### src/rtl/alu_pkg.sv
// Shared types and constants for the LC-3 operate-instruction issue controller.
// Holds opcode values, ALU select encodings, FSM states and condition-code helpers.
package alu_pkg;

    localparam logic [3:0] OP_ADD = 4'b0001;
    localparam logic [3:0] OP_AND = 4'b0101;
    localparam logic [3:0] OP_NOT = 4'b1001;

    localparam logic [2:0] NZP_N = 3'b100;
    localparam logic [2:0] NZP_Z = 3'b010;
    localparam logic [2:0] NZP_P = 3'b001;

    typedef enum logic [1:0] {
        SEL_ADD  = 2'b00,
        SEL_AND  = 2'b01,
        SEL_NOT  = 2'b10,
        SEL_PASS = 2'b11
    } alu_sel_t;

    typedef enum logic [1:0] {
        IDLE   = 2'b00,
        DECODE = 2'b01,
        EXEC   = 2'b10,
        WB     = 2'b11
    } state_t;

    function automatic logic op_supported(input logic [3:0] op);
        return (op == OP_ADD) || (op == OP_AND) || (op == OP_NOT);
    endfunction

    function automatic alu_sel_t sel_of(input logic [3:0] op);
        case (op)
            OP_ADD:  return SEL_ADD;
            OP_AND:  return SEL_AND;
            OP_NOT:  return SEL_NOT;
            default: return SEL_PASS;
        endcase
    endfunction

    function automatic logic [2:0] nzp_of(input logic [15:0] v);
        if (v[15])
            return NZP_N;
        else if (v == 16'h0000)
            return NZP_Z;
        else
            return NZP_P;
    endfunction

endpackage

### src/rtl/reg_file_8x16.sv
// Register file: synchronous write, synchronous clear, three combinational read ports.
// Reads return pre-write contents within the write cycle.
module reg_file_8x16
    import alu_pkg::*;
#(
    parameter int NUM_REGS = 8,
    parameter int WIDTH    = 16
) (
    input  logic                        clk,
    input  logic                        reset,
    input  logic                        we_i,
    input  logic [$clog2(NUM_REGS)-1:0] waddr_i,
    input  logic [WIDTH-1:0]            wdata_i,
    input  logic [$clog2(NUM_REGS)-1:0] raddr1_i,
    output logic [WIDTH-1:0]            rdata1_o,
    input  logic [$clog2(NUM_REGS)-1:0] raddr2_i,
    output logic [WIDTH-1:0]            rdata2_o,
    input  logic [$clog2(NUM_REGS)-1:0] dbg_addr_i,
    output logic [WIDTH-1:0]            dbg_data_o
);

    logic [WIDTH-1:0] regs_q [NUM_REGS];

    always_ff @(posedge clk) begin
        if (reset) begin
            for (int i = 0; i < NUM_REGS; i++) begin
                regs_q[i] <= '0;
            end
        end else if (we_i) begin
            regs_q[waddr_i] <= wdata_i;
        end
    end

    assign rdata1_o   = regs_q[raddr1_i];
    assign rdata2_o   = regs_q[raddr2_i];
    assign dbg_data_o = regs_q[dbg_addr_i];

endmodule

### src/rtl/alu_issue_ctrl.sv
// Issues one ADD/AND/NOT instruction at a time to an external combinational ALU,
// then writes the result back to the register file and updates NZP.
module alu_issue_ctrl
    import alu_pkg::*;
#(
    parameter int NUM_REGS = 8,
    parameter int WIDTH    = 16
) (
    input  logic             clk,
    input  logic             reset,
    input  logic             instr_valid,
    input  logic [WIDTH-1:0] instr,
    output logic             instr_ready,
    output logic [WIDTH-1:0] alu_d0,
    output logic [WIDTH-1:0] alu_d1,
    output logic [1:0]       alu_select,
    input  logic [WIDTH-1:0] alu_dout,
    output logic             done,
    output logic             illegal,
    output logic [2:0]       nzp,
    input  logic [2:0]       dbg_addr,
    output logic [WIDTH-1:0] dbg_data
);

    state_t           state_q;
    alu_sel_t         sel_q;
    logic [WIDTH-1:0] instr_q;
    logic [WIDTH-1:0] result_q;
    logic [WIDTH-1:0] d0_q;
    logic [WIDTH-1:0] d1_q;
    logic [2:0]       nzp_q;
    logic             done_q;
    logic             illegal_q;

    logic [3:0]       op;
    logic [2:0]       dr;
    logic [2:0]       sr1;
    logic [2:0]       sr2;
    logic [WIDTH-1:0] imm_sext;
    logic [WIDTH-1:0] rs1_data;
    logic [WIDTH-1:0] rs2_data;

    assign op       = instr_q[15:12];
    assign dr       = instr_q[11:9];
    assign sr1      = instr_q[8:6];
    assign sr2      = instr_q[2:0];
    assign imm_sext = {{(WIDTH-5){instr_q[4]}}, instr_q[4:0]};

    reg_file_8x16 #(
        .NUM_REGS (NUM_REGS),
        .WIDTH    (WIDTH)
    ) u_rf (
        .clk        (clk),
        .reset      (reset),
        .we_i       (state_q == WB),
        .waddr_i    (dr),
        .wdata_i    (result_q),
        .raddr1_i   (sr1),
        .rdata1_o   (rs1_data),
        .raddr2_i   (sr2),
        .rdata2_o   (rs2_data),
        .dbg_addr_i (dbg_addr),
        .dbg_data_o (dbg_data)
    );

    // Control FSM; operand/select registers are non-idle only while in EXEC.
    always_ff @(posedge clk) begin
        if (reset) begin
            state_q   <= IDLE;
            sel_q     <= SEL_PASS;
            d0_q      <= '0;
            d1_q      <= '0;
            nzp_q     <= NZP_Z;
            done_q    <= 1'b0;
            illegal_q <= 1'b0;
        end else begin
            done_q    <= 1'b0;
            illegal_q <= 1'b0;
            case (state_q)
                IDLE: begin
                    if (instr_valid) begin
                        illegal_q <= !op_supported(instr[15:12]);
                        state_q   <= DECODE;
                    end
                end
                DECODE: begin
                    if (op_supported(op)) begin
                        d0_q    <= rs1_data;
                        if (op == OP_NOT)
                            d1_q <= '0;
                        else if (instr_q[5])
                            d1_q <= imm_sext;
                        else
                            d1_q <= rs2_data;
                        sel_q   <= sel_of(op);
                        state_q <= EXEC;
                    end else begin
                        state_q <= IDLE;
                    end
                end
                EXEC: begin
                    sel_q   <= SEL_PASS;
                    d0_q    <= '0;
                    d1_q    <= '0;
                    done_q  <= 1'b1;
                    state_q <= WB;
                end
                WB: begin
                    nzp_q   <= nzp_of(result_q);
                    state_q <= IDLE;
                end
            endcase
        end
    end

    // Instruction and result words carry no reset; they are only consumed after being loaded.
    always_ff @(posedge clk) begin
        if (state_q == IDLE && instr_valid)
            instr_q <= instr;
        if (state_q == EXEC)
            result_q <= alu_dout;
    end

    assign instr_ready = (state_q == IDLE);
    assign alu_d0      = d0_q;
    assign alu_d1      = d1_q;
    assign alu_select  = sel_q;
    assign done        = done_q;
    assign illegal     = illegal_q;
    assign nzp         = nzp_q;

endmodule

### config.mk
export PLATFORM = sky130hd
export DESIGN_NAME = alu_issue_ctrl
export DESIGN_NICKNAME = d
export VERILOG_FILES = /design/src/rtl/alu_pkg.sv /design/src/rtl/reg_file_8x16.sv /design/src/rtl/alu_issue_ctrl.sv
export SDC_FILE = /design/constraint.sdc
export NUM_CORES = 1
export LEC_CHECK = 0
export CAP_MARGIN = 5
export CORE_MARGIN = 1.5
export CORE_UTILIZATION = 50
export DETAILED_ROUTE_END_ITERATION = 10
export PLACE_DENSITY = 0.74
export SKIP_LAST_GASP = 1
export SLEW_MARGIN = 10
export SYNTH_ARGS = -nofsm -noshare
export SYNTH_HDL_FRONTEND = slang
export SYNTH_SLANG_ARGS = --single-unit
### constraint.sdc
create_clock -name clk -period 3.35 [get_ports clk]
set_input_delay 1.005 -clock clk [delete_from_list [all_inputs] [get_ports clk]]
set_output_delay 1.005 -clock clk [all_outputs]
set_load 0.05 [all_outputs]
[After elaboration in Yosys (flattened, before gate mapping)]
Memories as Yosys holds them, arrays and structs flattened. A register that Yosys moved wholly into a read port is not among the register bits.
Cells that the tools add are included.
Word-level totals
  RAM bits: 128
  memories: 1
  register bits after elaboration: 73
  ROM bits: 0
  bits in latches: 0
Operators by class
  bitwise operators: 2
  multiplexer cells: 25
  reductions and logical operators: 12
  shift operators: 0
  add/sub/neg operators: 0
  eq/ne operators: 11
  multiply operators: 0
  div/mod/pow operators: 0
  magnitude comparators: 0
Memories
  u_rf.regs_q: depth 8, width 16, rd ports 3, clocked after Yosys merged registers in 2, wr ports 8, line reg_file_8x16.sv:22  | logic [WIDTH-1:0] regs_q [NUM_REGS];
Operator list (count)
  16-bit 2-to-1 mux: 5
  16-bit case mux with 2 select lines: 2
  16-bit logical NOT: 1
  16-bit OR reduction: 1
  3-bit 2-to-1 mux: 4
  4-bit by 1-bit == test with 1-bit output (second input constant): 2
  4-bit by 3-bit == test with 1-bit output (second input constant): 2
  4-bit == test (second input constant): 2
  2-bit 2-to-1 mux: 4
  2-bit case mux with 4 select lines: 1
  1-bit 2-to-1 mux: 7
  2-bit case mux with 3 select lines: 1
  2-bit == test (second input constant): 2
  1-bit logical OR: 4
  2-bit != test (second input constant): 2
  2-bit case mux with 2 select lines: 1
  3-bit OR reduction: 1
  2-bit by 1-bit == test with 1-bit output (second input constant): 1
  2-bit logical NOT: 1
  1-bit NOT: 2
  2-bit AND reduction: 1
  2-bit nonzero test: 1
  1-bit logical AND: 1
  1-bit logical NOT: 1

[Depth between registers and ports, before layout]
Gate-level depths: netlist (run 1).
  depth in word-level cells: 6
  mapped depth: 7
  depth with buffers taken out: 5

[Hierarchy]
A second synthesis (run 1) with hierarchy kept.
Unflattened totals
  cells, all modules: 735
  area, all modules: 10892.9 um^2
Modules (own cells, without submodules)
  reg_file_8x16: instances 1, area each 8020.2 um^2, cells each 487
  alu_issue_ctrl: instances 1, area each 2872.8 um^2, cells each 248

[Worst setup path before layout (run 1)]
Ideal clock, no wire load.
  path type: input to output
  from: in dbg_addr[0]
  to: out dbg_data[0]
  arrival: 2.435 ns
  stages on the path: 4
  path slack: -0.090 ns
  required time: 2.345 ns
  cell sequence: clkbuf_1 buf_2 mux4_2 mux2_2
On the way
  word-level cells in the longest chain between the ends: 1
RTL lines
  start, declared: line alu_issue_ctrl.sv:21  | input logic [2:0] dbg_addr,
  memory read 8 x 16 bit
  end, declared: line alu_issue_ctrl.sv:22  | output logic [WIDTH-1:0] dbg_data
No other way between the ends.

[Worst setup path after layout (run 1)]
  from: in dbg_addr[1]
  to: out dbg_data[14]
Same word-level chain as after synthesis.

==> impl_metrics.yaml, run 1 <==
timing:
  layout_min_cycle_time_ps: 3363
  tightestPinTransition_ps: 939.5
  max-slew-margin-rel_pct: 37.36
  fin_crit_sh_pct: 100.4
  setup_ws_ps: -13.32
  fmax_mhz: 297.3
  rsz0062_at_grt: "true"
  skew_ps: 10.51
  setup_viol: 2
  drv_slew: 0
  hold_viol: 0
clocking:
  clockBufferDepth: 3
  cts_sinks: 207
  cts_tree: "built"
  cts_inserted_buffers: 22
  path_clk_slew_ps: 60
  htree_levels: 1
  cts-root-buf: "clkbuf_16"
  clkLatencyLatePin_ps: 500
  hold_buffers: 0
  post-cts-setup-buffer-count: 0
floorplanning:
  num_rows: 52
  dieArea_mm2: 0.02160
  io_pins: 94
  start_util_pct: 51.05
  core_mm2: 0.02030
  fp.dieW_um: 147.0
  die_h_um: 147.0
worst_setup_path:
  rrSetupSlack_ps: 1230
  crit_required_ps: 2340
  critPathLaunchType: "primary input"
  worstSetupPathType: "primary input to primary output"
  reg2reg_to: "alu_d1[11]$_SDFFE_PP0P_"
  critPathMaxFanout: 16
  cpPeakStageDelay_ps: 320
  reg2reg_depth: 5
  crit_chain: "clkdlybuf4s15_2, buf_12, mux4_2, mux2_2, buf_4"
  arrival_ps: 2360
  critPathBufInv: 3
  endpoint_kind: "primary output"
  cp_top_family: "buffers and inverters"
  crit_slowest_cell: "mux4_2"
synth:
  synth_edf_count: 160
  yosys_warnings: 0
  ys.flop_type: "edfxtp_1"
  syn_inst: 706
  synth_async_sr_flop_share_pct: 0
  yosysSeqAreaShare_pct: 55.45
  avgSynthCellArea_um2: 14.68
  synth_seq_cells: 207
  syn-num-nets: 744
  syn_area_mm2: 0.01036
  ys_types: 43
routing:
  vias: 6586
  vias_per_cell: 6.015
  wirelength_mm: 25.97
  wl_per_cell_um: 23.72
  route.detailed.drc: 0
  first_pass_iters: 5
  ant_nets: 0
  drt_iter0_drc: 614
hold_path:
  min_from: "alu_d0[4]$_SDFFE_PP0P_"
  hold_depth: 2
  holdPathEnd: "alu_d0[4]$_SDFFE_PP0P_"
  hold_path.class: "register to register"
power:
  peakVddDrop_mv: 0.3171
  power.leakage_uw: 0.004613
  p_total_uw: 5943
  power_density_mw_per_mm2: 479.5
cells_and_area:
  finish.instance_area_mm2: 0.01239
  layout_common_cells: "edfxtp_1 (160), and2_1 (128), mux4_2 (92)"
  synthToLayoutAreaGrowth_pct: 19.60
  num_antenna_cells: 0
  fin_util_pct: 61.05
  drive_above_1_share_pct: 26.55
  layout_commonest_cell: "edfxtp_1"
  fin_nets: 847
run_status:
  violations: "setup timing"
  outcome: "finished, violations left"
placed_design:
  dpl_cell_area_mm2: 0.01165
  hpwl_mm: 17.15
  port_buffers: 93
  place_congestion: 0.8057
global_route:
  grtUsageTotal_pct: 24.72
  grt_max_degree: 33
  grt_pass1_vias: 6972
  grt_pass1_wl_mm: 40.19
  grt-ovfl-total: 0
  antenna_found_initial: 0
run:
  max-cap-violations: 0
==> per-layer routing <==
metal,routed length [um],share of wire [%],global-route usage (%)
met2,12600,49,40.59
met1,10160,39,32.91
met3,2639,10,5.994
met5,0,0,0
met4,578,2.2,7.550
==> where the power goes <==
part	total [uW]	switching (uW)	leakage, uW	internal, uW
Clock	2260	962	0.000335	1290
Combinational	708	344	0.00228	364
Sequential	2980	124	0.00200	2850
==> cells in the mapped netlist (12+ instances only) <==
| library cell | count | area share [%] |
|---|---|---|
| nand3_1 | 18 | 0.87 |
| nor2_1 | 16 | 0.58 |
| dfxtp_1 | 47 | 9.1 |
| nand2_1 | 26 | 0.94 |
| inv_1 | 26 | 0.94 |
| and2_1 | 128 | 7.7 |
| a211o_1 | 13 | 1.1 |
| nand2b_1 | 40 | 2.4 |
| o22ai_1 | 12 | 0.72 |
| buf_2 | 14 | 0.68 |
| mux4_2 | 92 | 20 |
| mux2_2 | 22 | 2.4 |
| clkbuf_1 | 21 | 0.76 |
| edfxtp_1 | 160 | 46 |
==> metrics by stage <==
stage               hold slack [ps]  TNS, ps  setup slack, ps  instances
finish                        455.9   -15.56           -13.32       1095
global route                  477.0   -7.272           -4.761       1095
CTS                           459.8        0            15.75       1095
detailed placement            446.2    -3410           -249.2       1053
global placement              437.3    -3164           -232.4       1053
floorplan                     449.4        0            96.67        706
==> final cells by class <==
| type | instances | area [um2] |
|---|---|---|
| fillers | 1562 | 7906 |
| flip-flops and latches | 207 | 5749 |
| multi-input cells | 427 | 4305 |
| repair buffers | 125 | 1231 |
| clock buffers | 29 | 618.1 |
| well taps | 270 | 337.8 |
| inverters | 26 | 97.59 |
| clock inverters | 11 | 53.80 |
==> cells by family after synthesis <==
group                  synth area share, %
muxes                                23.16
AOI/OAI and AO/OA                    3.091
DFF                                  55.45
and+or+nand+nor                      15.17
buffers and inverters                3.139
==> registers in the layout, summed over array words and instances, names as in the netlist, named ones only <==
signal	flops
result_q	16
instr_q	16
illegal	1
alu_select	2
state_q	1
u_rf.regs_q	128
done	1
nzp	3
alu_d1	16
alu_d0	16
==> worst max-delay path by stage <==
stage | start | end | slack [ps] | cells past startpoint
2_1_floorplan | dbg_addr[0] | dbg_data[0] | 100 | 4
3_3_place_gp | dbg_addr[1] | dbg_data[5] | -230 | 5
4_1_cts | dbg_addr[1] | dbg_data[14] | 20 | 5
5_1_grt | dbg_addr[1] | dbg_data[14] | -5 | 5
3_5_place_dp | dbg_addr[1] | dbg_data[14] | -250 | 5
6_report | dbg_addr[1] | dbg_data[14] | -10 | 5
==> repair_timing <==
item,4_1_cts,5_1_grt
gates resized for setup,9,0
endpoints found under the setup margin,16,2
gates cloned,2,0
==> tightest hold or removal path, stage by stage (launching register included) <==
cell,delay [ps]
dfxtp_1,330
nand2_1,50
nand3_1,50
(Power assumes the default switching activity.)
==> run 2: changes to the inputs <==
--- a/config.mk
+++ b/config.mk
@@ -10,6 +10,7 @@
 export CORE_UTILIZATION = 50
 export DETAILED_ROUTE_END_ITERATION = 10
 export PLACE_DENSITY = 0.74
+export SETUP_SLACK_MARGIN = 0.5
 export SKIP_LAST_GASP = 1
 export SLEW_MARGIN = 10
 export SYNTH_ARGS = -nofsm -noshare
==> run 2 against run 1 <==
Effect of this change:
- clock skew decreased by 1.5 ps
- via count up 2.7%
- the run now ends clean
- largest power group unchanged
- sequential power barely moved
- clock power rose by 3%
- die area did not move
- power grew 2.0%
- first-iteration DRC count up 14%
- final area rose by 2.1%
- clock-buffer cell count up 8
- global-route usage up 0.62 points
==> impl_metrics.yaml, run 2 (synthesis gave the netlist of run 1 again) <==
clocking:
  htree_levels: 1
  clkLatencyLatePin_ps: 500
  cts_inserted_buffers: 22
  hold_buffers: 0
  path_clk_slew_ps: 60
  post-cts-setup-buffer-count: 0
  cts_sinks: 207
  cts-root-buf: "clkbuf_16"
  clockBufferDepth: 3
  cts_tree: "built"
global_route:
  grt_pass1_wl_mm: 40.97
  grt-ovfl-total: 0
  grt_pass1_vias: 6958
  grt_max_degree: 33
  antenna_found_initial: 0
  grtUsageTotal_pct: 25.34
routing:
  wl_met1_mm: 10.39
  drt_iter0_drc: 703
  route.detailed.drc: 0
  first_pass_iters: 5
  wirelength_mm: 26.73
  dr_wl_met2_mm: 12.77
  ant_nets: 0
  vias_per_cell: 6.157
  wl_met3_mm: 2.531
  vias: 6766
  routed.top_layer: "met4"
  wl_per_cell_um: 24.33
timing:
  layout_min_cycle_time_ps: 3263
  fmax_mhz: 306.5
  drv_slew: 0
  hold_viol: 0
  skew_ps: 9.056
  rsz0062_at_grt: "true"
  setup_viol: 0
  tns_ps: 0
  fin_crit_sh_pct: 97.41
  max-slew-margin-rel_pct: 36.87
  tightestPinTransition_ps: 946.9
worst_setup_path:
  endpoint_kind: "primary output"
  worstSetupPathType: "primary input to primary output"
  critPathMaxFanout: 6
  critPathLaunchType: "primary input"
  crit_required_ps: 2340
  rrSetupSlack_ps: 980
  arrival_ps: 2260
cells_and_area:
  num_antenna_cells: 0
  regMostFlops: "u_rf.regs_q"
  fin_util_pct: 62.33
  fillers: 1490
  fin_nets: 851
  layout_commonest_cell: "edfxtp_1"
  largest_reg_flops: 128
  drive_above_1_share_pct: 26.18
  ff_latch_area_mm2: 0.005749
  layout_common_cells: "edfxtp_1 (160), and2_1 (128), mux4_2 (92)"
  synthToLayoutAreaGrowth_pct: 22.11
  multiInputGateArea_mm2: 0.004365
power:
  p_total_uw: 6059
  power.leakage_uw: 0.004758
  peakVddDrop_mv: 0.3279
  power_density_mw_per_mm2: 478.8
placed_design:
  port_buffers: 93
  hpwl_mm: 17.30
  place_congestion: 0.8231
floorplanning:
  core_mm2: 0.02030
  io_pins: 94
  num_rows: 52
  die_h_um: 147.0
  start_util_pct: 51.05
  fp.dieW_um: 147.0
  dieArea_mm2: 0.02160
run:
  max-cap-violations: 0
run_status:
  outcome: "complete, no violations"
hold_path:
  hold_path.class: "register to register"
-- run 2: final timing paths --
| kind | from | end | depth (start not counted) |
|---|---|---|---|
| setup reg to reg | state_q[0]$_SDFFE_PP0P_ | alu_d1[6]$_SDFFE_PP0P_ | 5 |
| hold / removal | alu_d0[11]$_SDFFE_PP0P_ | alu_d0[11]$_SDFFE_PP0P_ | 2 |
| hold reg to reg | alu_d0[11]$_SDFFE_PP0P_ | alu_d0[11]$_SDFFE_PP0P_ | 2 |
| setup / recovery | dbg_addr[0] | dbg_data[4] | 5 |
-- run 2: worst max-delay path, cell delays in order --
cell and delay (ps):
buf_16 140, buf_12 160, mux4_2 500, mux2_4 290, buf_6 150
-- run 2: area by class of cell --
class / count / area share, %
timing repair buffer: 129 / 11.16
sequential: 207 / 45.44
clock inverter: 3 / 0.08899
clock buffer: 37 / 5.369
tap: 270 / 2.670
multi-input combinational: 427 / 34.50
inverter: 26 / 0.7713
-- run 2: power breakdown --
group,switching [uW],leakage (uW),internal (uW),total (uW)
combinational,357,0.00242,403,761
sequential,126,0.00200,2850,2980
clock,946,0.000334,1370,2320
-- run 2: repair_timing --
action	CTS	global route
gates cloned	5	0
setup endpoints to repair	17	16
gates resized for setup	34	1
-- run 2: routing by layer --
metal  track usage (%)  vias up
met5                 0        -
met4             10.10        0
met3             4.596       83
met2             40.75      427
met1             34.57     3351
li1                  -     2905
-- run 2: through the flow --
stage | hold slack (ps) | std cells | area, um2 | worst slack [ps]
global route | 475.9 | 1099 | 12650 | 73.65
global placement | 437.3 | 1054 | 11730 | -223.8
finish | 453.3 | 1099 | 12650 | 86.83
CTS | 457.4 | 1099 | 12650 | 86.76
floorplan | 449.4 | 706 | 10490 | 229.7
detailed placement | 443.5 | 1054 | 11730 | -227.9
